File: src/rtl/lsu_pkg.sv
// Shared encodings, state type and request payload for the load/store unit.
package lsu_pkg;

  localparam int unsigned DATA_W = 32;
  localparam int unsigned HALF_W = 16;

  localparam logic [1:0] SZ_BYTE = 2'b00;
  localparam logic [1:0] SZ_HALF = 2'b01;
  localparam logic [1:0] SZ_WORD = 2'b10;

  typedef enum logic [2:0] {
    IDLE,
    LOAD,
    STORE_W,
    RMW_RD,
    RMW_WR,
    RESP
  } state_t;

  // Fields of an accepted request still needed after the accept edge.
  typedef struct packed {
    logic [1:0]        size;
    logic              sgn;
    logic [1:0]        offset;
    logic [HALF_W-1:0] wdata;
  } req_t;

  // Size/offset combinations that cannot map onto one aligned word access.
  function automatic logic bad_align(input logic [1:0] size, input logic [1:0] offset);
    logic bad;
    case (size)
      SZ_BYTE: bad = 1'b0;
      SZ_HALF: bad = offset[0];
      SZ_WORD: bad = |offset;
      default: bad = 1'b1;
    endcase
    return bad;
  endfunction

endpackage

File: src/rtl/byte_lane_unit.sv
// Little-endian lane extraction with sign/zero extension for loads, and lane
// merge of store data into an existing word for read-modify-write stores.
module byte_lane_unit
  import lsu_pkg::*;
(
  input  logic [DATA_W-1:0] word,
  input  logic [1:0]        offset,
  input  logic [1:0]        size,
  input  logic              sgn,
  input  logic [HALF_W-1:0] wdata,
  output logic [DATA_W-1:0] load_data_c,
  output logic [DATA_W-1:0] merge_data_c
);

  logic [7:0]        lane_b;
  logic [HALF_W-1:0] lane_h;

  assign lane_b = word[{offset, 3'b000} +: 8];
  assign lane_h = offset[1] ? word[31:16] : word[15:0];

  always_comb begin
    load_data_c = word;
    case (size)
      SZ_BYTE: load_data_c = sgn ? {{24{lane_b[7]}}, lane_b} : {24'h0, lane_b};
      SZ_HALF: load_data_c = sgn ? {{16{lane_h[15]}}, lane_h} : {16'h0, lane_h};
      default: load_data_c = word;
    endcase
  end

  // Only sub-word stores merge; a word store bypasses this path entirely.
  always_comb begin
    merge_data_c = word;
    case (size)
      SZ_BYTE: merge_data_c[{offset, 3'b000} +: 8]     = wdata[7:0];
      SZ_HALF: merge_data_c[{offset[1], 4'b0000} +: 16] = wdata;
      default: merge_data_c = word;
    endcase
  end

endmodule

File: src/rtl/load_store_unit.sv
// Bridges byte-addressed MEM-stage loads/stores onto a word-addressed data
// memory, using read-modify-write for byte and halfword stores.
module load_store_unit
  import lsu_pkg::*;
#(
  parameter int unsigned DEPTH  = 2010,
  parameter int unsigned ADDR_W = 32
) (
  input  logic              clk,
  input  logic              rst,
  input  logic              req_valid,
  output logic              req_ready,
  input  logic              req_write,
  input  logic [1:0]        req_size,
  input  logic              req_signed,
  input  logic [ADDR_W-1:0] req_addr,
  input  logic [DATA_W-1:0] req_wdata,
  output logic              rsp_valid,
  output logic              rsp_err,
  output logic [DATA_W-1:0] rsp_rdata,
  output logic [31:0]       mem_address,
  output logic [DATA_W-1:0] mem_writeData,
  output logic              mem_write,
  output logic              mem_read,
  input  logic [DATA_W-1:0] mem_readData
);

  state_t            state;
  req_t              req_q;
  logic              mem_write_q;
  logic              mem_read_q;
  logic [ADDR_W-1:0] word_idx_c;
  logic              acc_err_c;
  logic [DATA_W-1:0] load_data_c;
  logic [DATA_W-1:0] merge_data_c;

  assign word_idx_c = req_addr >> 2;
  assign acc_err_c  = bad_align(req_size, req_addr[1:0]) || (word_idx_c >= ADDR_W'(DEPTH));

  // Reset must suppress a commit on the very edge it is sampled.
  assign mem_write = mem_write_q & ~rst;
  assign mem_read  = mem_read_q & ~rst;

  byte_lane_unit u_lanes (
    .word         (mem_readData),
    .offset       (req_q.offset),
    .size         (req_q.size),
    .sgn          (req_q.sgn),
    .wdata        (req_q.wdata),
    .load_data_c  (load_data_c),
    .merge_data_c (merge_data_c)
  );

  always_ff @(posedge clk) begin
    if (rst) begin
      state         <= IDLE;
      req_q         <= '0;
      req_ready     <= 1'b1;
      rsp_valid     <= 1'b0;
      rsp_err       <= 1'b0;
      rsp_rdata     <= '0;
      mem_write_q   <= 1'b0;
      mem_read_q    <= 1'b0;
      mem_address   <= '0;
      mem_writeData <= '0;
    end else begin
      rsp_valid <= 1'b0;
      rsp_err   <= 1'b0;
      case (state)
        IDLE: begin
          if (req_valid) begin
            req_q       <= '{size: req_size, sgn: req_signed, offset: req_addr[1:0],
                             wdata: req_wdata[HALF_W-1:0]};
            mem_address <= 32'(word_idx_c);
            req_ready   <= 1'b0;
            if (acc_err_c) begin
              state     <= RESP;
              rsp_valid <= 1'b1;
              rsp_err   <= 1'b1;
            end else if (!req_write) begin
              state      <= LOAD;
              mem_read_q <= 1'b1;
            end else if (req_size == SZ_WORD) begin
              state         <= STORE_W;
              mem_write_q   <= 1'b1;
              mem_writeData <= req_wdata;
            end else begin
              state      <= RMW_RD;
              mem_read_q <= 1'b1;
            end
          end
        end
        LOAD: begin
          mem_read_q <= 1'b0;
          rsp_rdata  <= load_data_c;
          rsp_valid  <= 1'b1;
          state      <= RESP;
        end
        STORE_W: begin
          mem_write_q <= 1'b0;
          rsp_valid   <= 1'b1;
          state       <= RESP;
        end
        // The write-data register doubles as the merge register.
        RMW_RD: begin
          mem_read_q    <= 1'b0;
          mem_writeData <= merge_data_c;
          mem_write_q   <= 1'b1;
          state         <= RMW_WR;
        end
        RMW_WR: begin
          mem_write_q <= 1'b0;
          rsp_valid   <= 1'b1;
          state       <= RESP;
        end
        RESP: begin
          req_ready <= 1'b1;
          state     <= IDLE;
        end
        default: begin
          req_ready   <= 1'b1;
          mem_write_q <= 1'b0;
          mem_read_q  <= 1'b0;
          state       <= IDLE;
        end
      endcase
    end
  end

endmodule

File: config.mk
export PLATFORM = sky130hd
export DESIGN_NAME = load_store_unit
export DESIGN_NICKNAME = d
export VERILOG_FILES = /design/src/rtl/lsu_pkg.sv /design/src/rtl/byte_lane_unit.sv /design/src/rtl/load_store_unit.sv
export SDC_FILE = /design/constraint.sdc
export NUM_CORES = 1
export LEC_CHECK = 0
export CORE_AREA = 8 8 173 175
export DETAILED_ROUTE_END_ITERATION = 7
export DIE_AREA = 0 0 181 183
export GPL_TIMING_DRIVEN = 0
export PLACE_DENSITY = 0.45
export SETUP_SLACK_MARGIN = 0.05
export SLEW_MARGIN = 5
export SYNTH_ARGS = -nofsm -noshare
export SYNTH_HDL_FRONTEND = slang
export SYNTH_SLANG_ARGS = --single-unit
File: constraint.sdc
create_clock -name clk -period 6.4 [get_ports clk]
set_clock_uncertainty 0.05 [all_clocks]
set_input_delay 0.64 -clock clk [delete_from_list [all_inputs] [get_ports clk]]
set_output_delay 0.64 -clock clk [all_outputs]
set_load 0.05 [all_outputs]
==> results.ini <==
[cells_and_area]
synthToLayoutAreaGrowth_pct = 45.87
layout.nets = 1165
finalInstanceArea_um2 = 9748
n_fill_cell = 2931
drive_gt1_share_pct = 9.065

[synthesis]
synthTopCellsByCount = nand2_1 (203), dfxtp_1 (123), nor2_1 (72), a22o_1 (65), a21oi_1 (63)
avgSynthCellArea_um2 = 7.984
yosysSeqAreaShare_pct = 36.85
synth_area_leader_cell = dfxtp_1
synth_flop_cell = dfxtp_1
yosysMostFrequentCell = nand2_1
syn_inst = 837
ys_types = 48
ys.warnings.count = 0
synth_area_um2 = 6683
synth.top_cell.area_share_pct = 36.85
synth_area_leaders = dfxtp_1 (37%), nand2_1 (11%), a22o_1 (8.5%)
ys_ff_latch = 123
synth_edf_count = 0
synth-async-reset-ratio_pct = 0

[power]
p_comb_share_pct = 23.8
seqPwrFrac_pct = 34.2
leakagePower_uw = 0.003536
swShare_pct = 33.26
p_sw_uw = 828.1
irDropWorstVdd_mv = 0.1456
pwr-share-clk_pct = 42.0
power_density_nw_per_um2 = 255.4
p_int_uw = 1662

[routing]
remaining_drc_errors = 0
drtAntennaViolNets = 0
viasPerCell = 5.040
first_pass_iters = 7
drt_wl_total_mm = 30.15
drt-initial-drc-count = 447
avgRoutedWirePerCell_um = 21.28
vias = 7142

[run]
cap_violations = 0

[sta]
setup_violations = 0
fin_setup_tns_ps = 0
worst_slew_pin_slew_ps = 780.0
rsz0062_at_grt = no
maxSlewViolCount = 0
clock.fmax_ghz = 0.3034
min_period_over_period_pct = 51.49
max_slew_margin_pct = 48.00
hold_viol_final = 0
finalCriticalPeriod_ps = 3296

[clock_network]
numCtsBuffers = 17
clock-sinks = 123
post_cts_buffers = 0
clk_path_buf_depth = 2
cts_tree = yes
cts-hold-fix-buffers = 0
htreeDepth = 4
clockRootBuffer = clkbuf_16
clk_latency_ps = 430
clkTransAtPathRegs_ps = 60
ctsResizeCount = 0

[place]
place_congestion = 0.8830
io_buffers = 200
place_area_um2 = 9121
post-dp-hpwl_mm = 23.47

[critical_path]
crit_path_end_kind = output port
crit_fanout = 10
critical_path_class = primary input to output port
cp-start-kind = primary input
crit_required_ps = 5710
arrival_ps = 2610

[floorplanning]
row_count = 61
start_util_pct = 24.46
core-area_um2 = 27320
die_y_um = 183
io_pins = 204
die_x_um = 181
die_area_um2 = 33120

[global_routing]
grt_pass1_vias = 7160
grt_pass1_wl_mm = 45.17
track_usage_pct = 17.84
antenna_found_initial = 2
grt-ovfl-total = 0
grt_max_degree = 17

[worst_hold_path]
min_path_type = flip-flop to flip-flop

[status]
status = complete, no violations

## per-stage QoR
stage	std cells	util, %	power [uW]	setup WS (ps)	hold WS, ps
CTS	1416	35.67	2510	3044	407.3
finish	1417	35.68	2490	3104	404.3
global route	1417	35.68	2588	2946	425.5
floorplan	838	-	1202	3875	386.3
detailed placement	1384	33.38	1458	3040	398.8
global placement	1384	33.38	1459	3050	391.8
## critical path, stage by stage
cell and delay (ps):
clkbuf_1 570, clkbuf_1 550, nor2b_1 100, clkdlybuf4s50_1 740
## state kept, by name, summed over array words and instances, names as in the netlist, 3 cells and up
register,cells
mem_writeData,32
rsp_rdata,32
mem_address,30
req_q,21
state,3
## final cells by class
type | count | area [um^2] | area share [%]
clock buffers | 18 | 439.2 | 4.505
multi-input cells | 631 | 3850 | 39.49
well taps | 346 | 432.9 | 4.441
diodes | 1 | 2.502 | 0.02567
plain buffers | 74 | 336.6 | 3.453
clock inverters | 14 | 185.2 | 1.900
repair buffers | 200 | 2002 | 20.54
flip-flops and latches | 123 | 2462 | 25.26
inverters | 10 | 37.54 | 0.3851
## cell usage in the layout, fill, tap and decap left out, drive strengths merged, types with 2 or more instances in the layout
| master | synthesis | routed |
|---|---|---|
| nor3 | 38 | 38 |
| ha | 5 | 5 |
| a21oi | 64 | 64 |
| a311oi | 8 | 8 |
| clkdlybuf4s50 | 0 | 200 |
| o21bai | 2 | 2 |
| nand2 | 203 | 203 |
| a211oi | 24 | 24 |
| clkinv | 0 | 3 |
| dfxtp | 123 | 123 |
| inv | 10 | 15 |
| mux2 | 34 | 34 |
| nand4 | 2 | 2 |
| a221oi | 38 | 38 |
| nor4bb | 2 | 2 |
| clkbuf | 49 | 67 |
| conb | 1 | 2 |
| o21ai | 6 | 6 |
| bufinv | 0 | 3 |
| nor2 | 72 | 72 |
| clkinvlp | 0 | 3 |
| a22o | 65 | 65 |
| nor4 | 4 | 4 |
| buf | 25 | 25 |
| nor2b | 39 | 39 |
| o31a | 2 | 2 |
| nor4b | 2 | 2 |
| and4b | 2 | 2 |
| nand3b | 2 | 2 |
## worst paths after layout
path	from	slack (ps)	cells after the start	endpoint
worst min register to register	mem_address[13]$_SDFFE_PP0P_	400	2	mem_address[13]$_SDFFE_PP0P_
worst max-delay path	rst	3100	4	mem_read
worst max register to register	req_q[17]$_SDFFE_PP0P_	3110	10	mem_writeData[15]$_SDFFE_PP0P_
worst min-delay path	mem_address[13]$_SDFFE_PP0P_	400	2	mem_address[13]$_SDFFE_PP0P_
## routing by layer
metal	part of all wire (%)	global-route usage, %	up-vias
met1	44	22.58	3358
li1	-	-	3433
met4	2.6	6.002	0
met5	0	0	-
met2	43	27.43	314
met3	10	6.965	37
## kinds of logic after synthesis
group	count (synthesis)	share of synthesized area, %
mux	35	7.695
flops	123	36.85
fa+ha+maj	5	0.9362
compound gates	216	24.30
buf+inv	84	5.598
simple gates	373	24.56
other cells	1	0.05612
## power by group through the flow
stage               registers, uW  clock network [uW]  logic, uW
finish                        852                1050        593
detailed placement            868                   0        590
floorplan                     983                   0        219
global placement              867                   0        592
global route                  857                1090        637
CTS                           851                1070        593
Power figures use the tool's default switching activity.
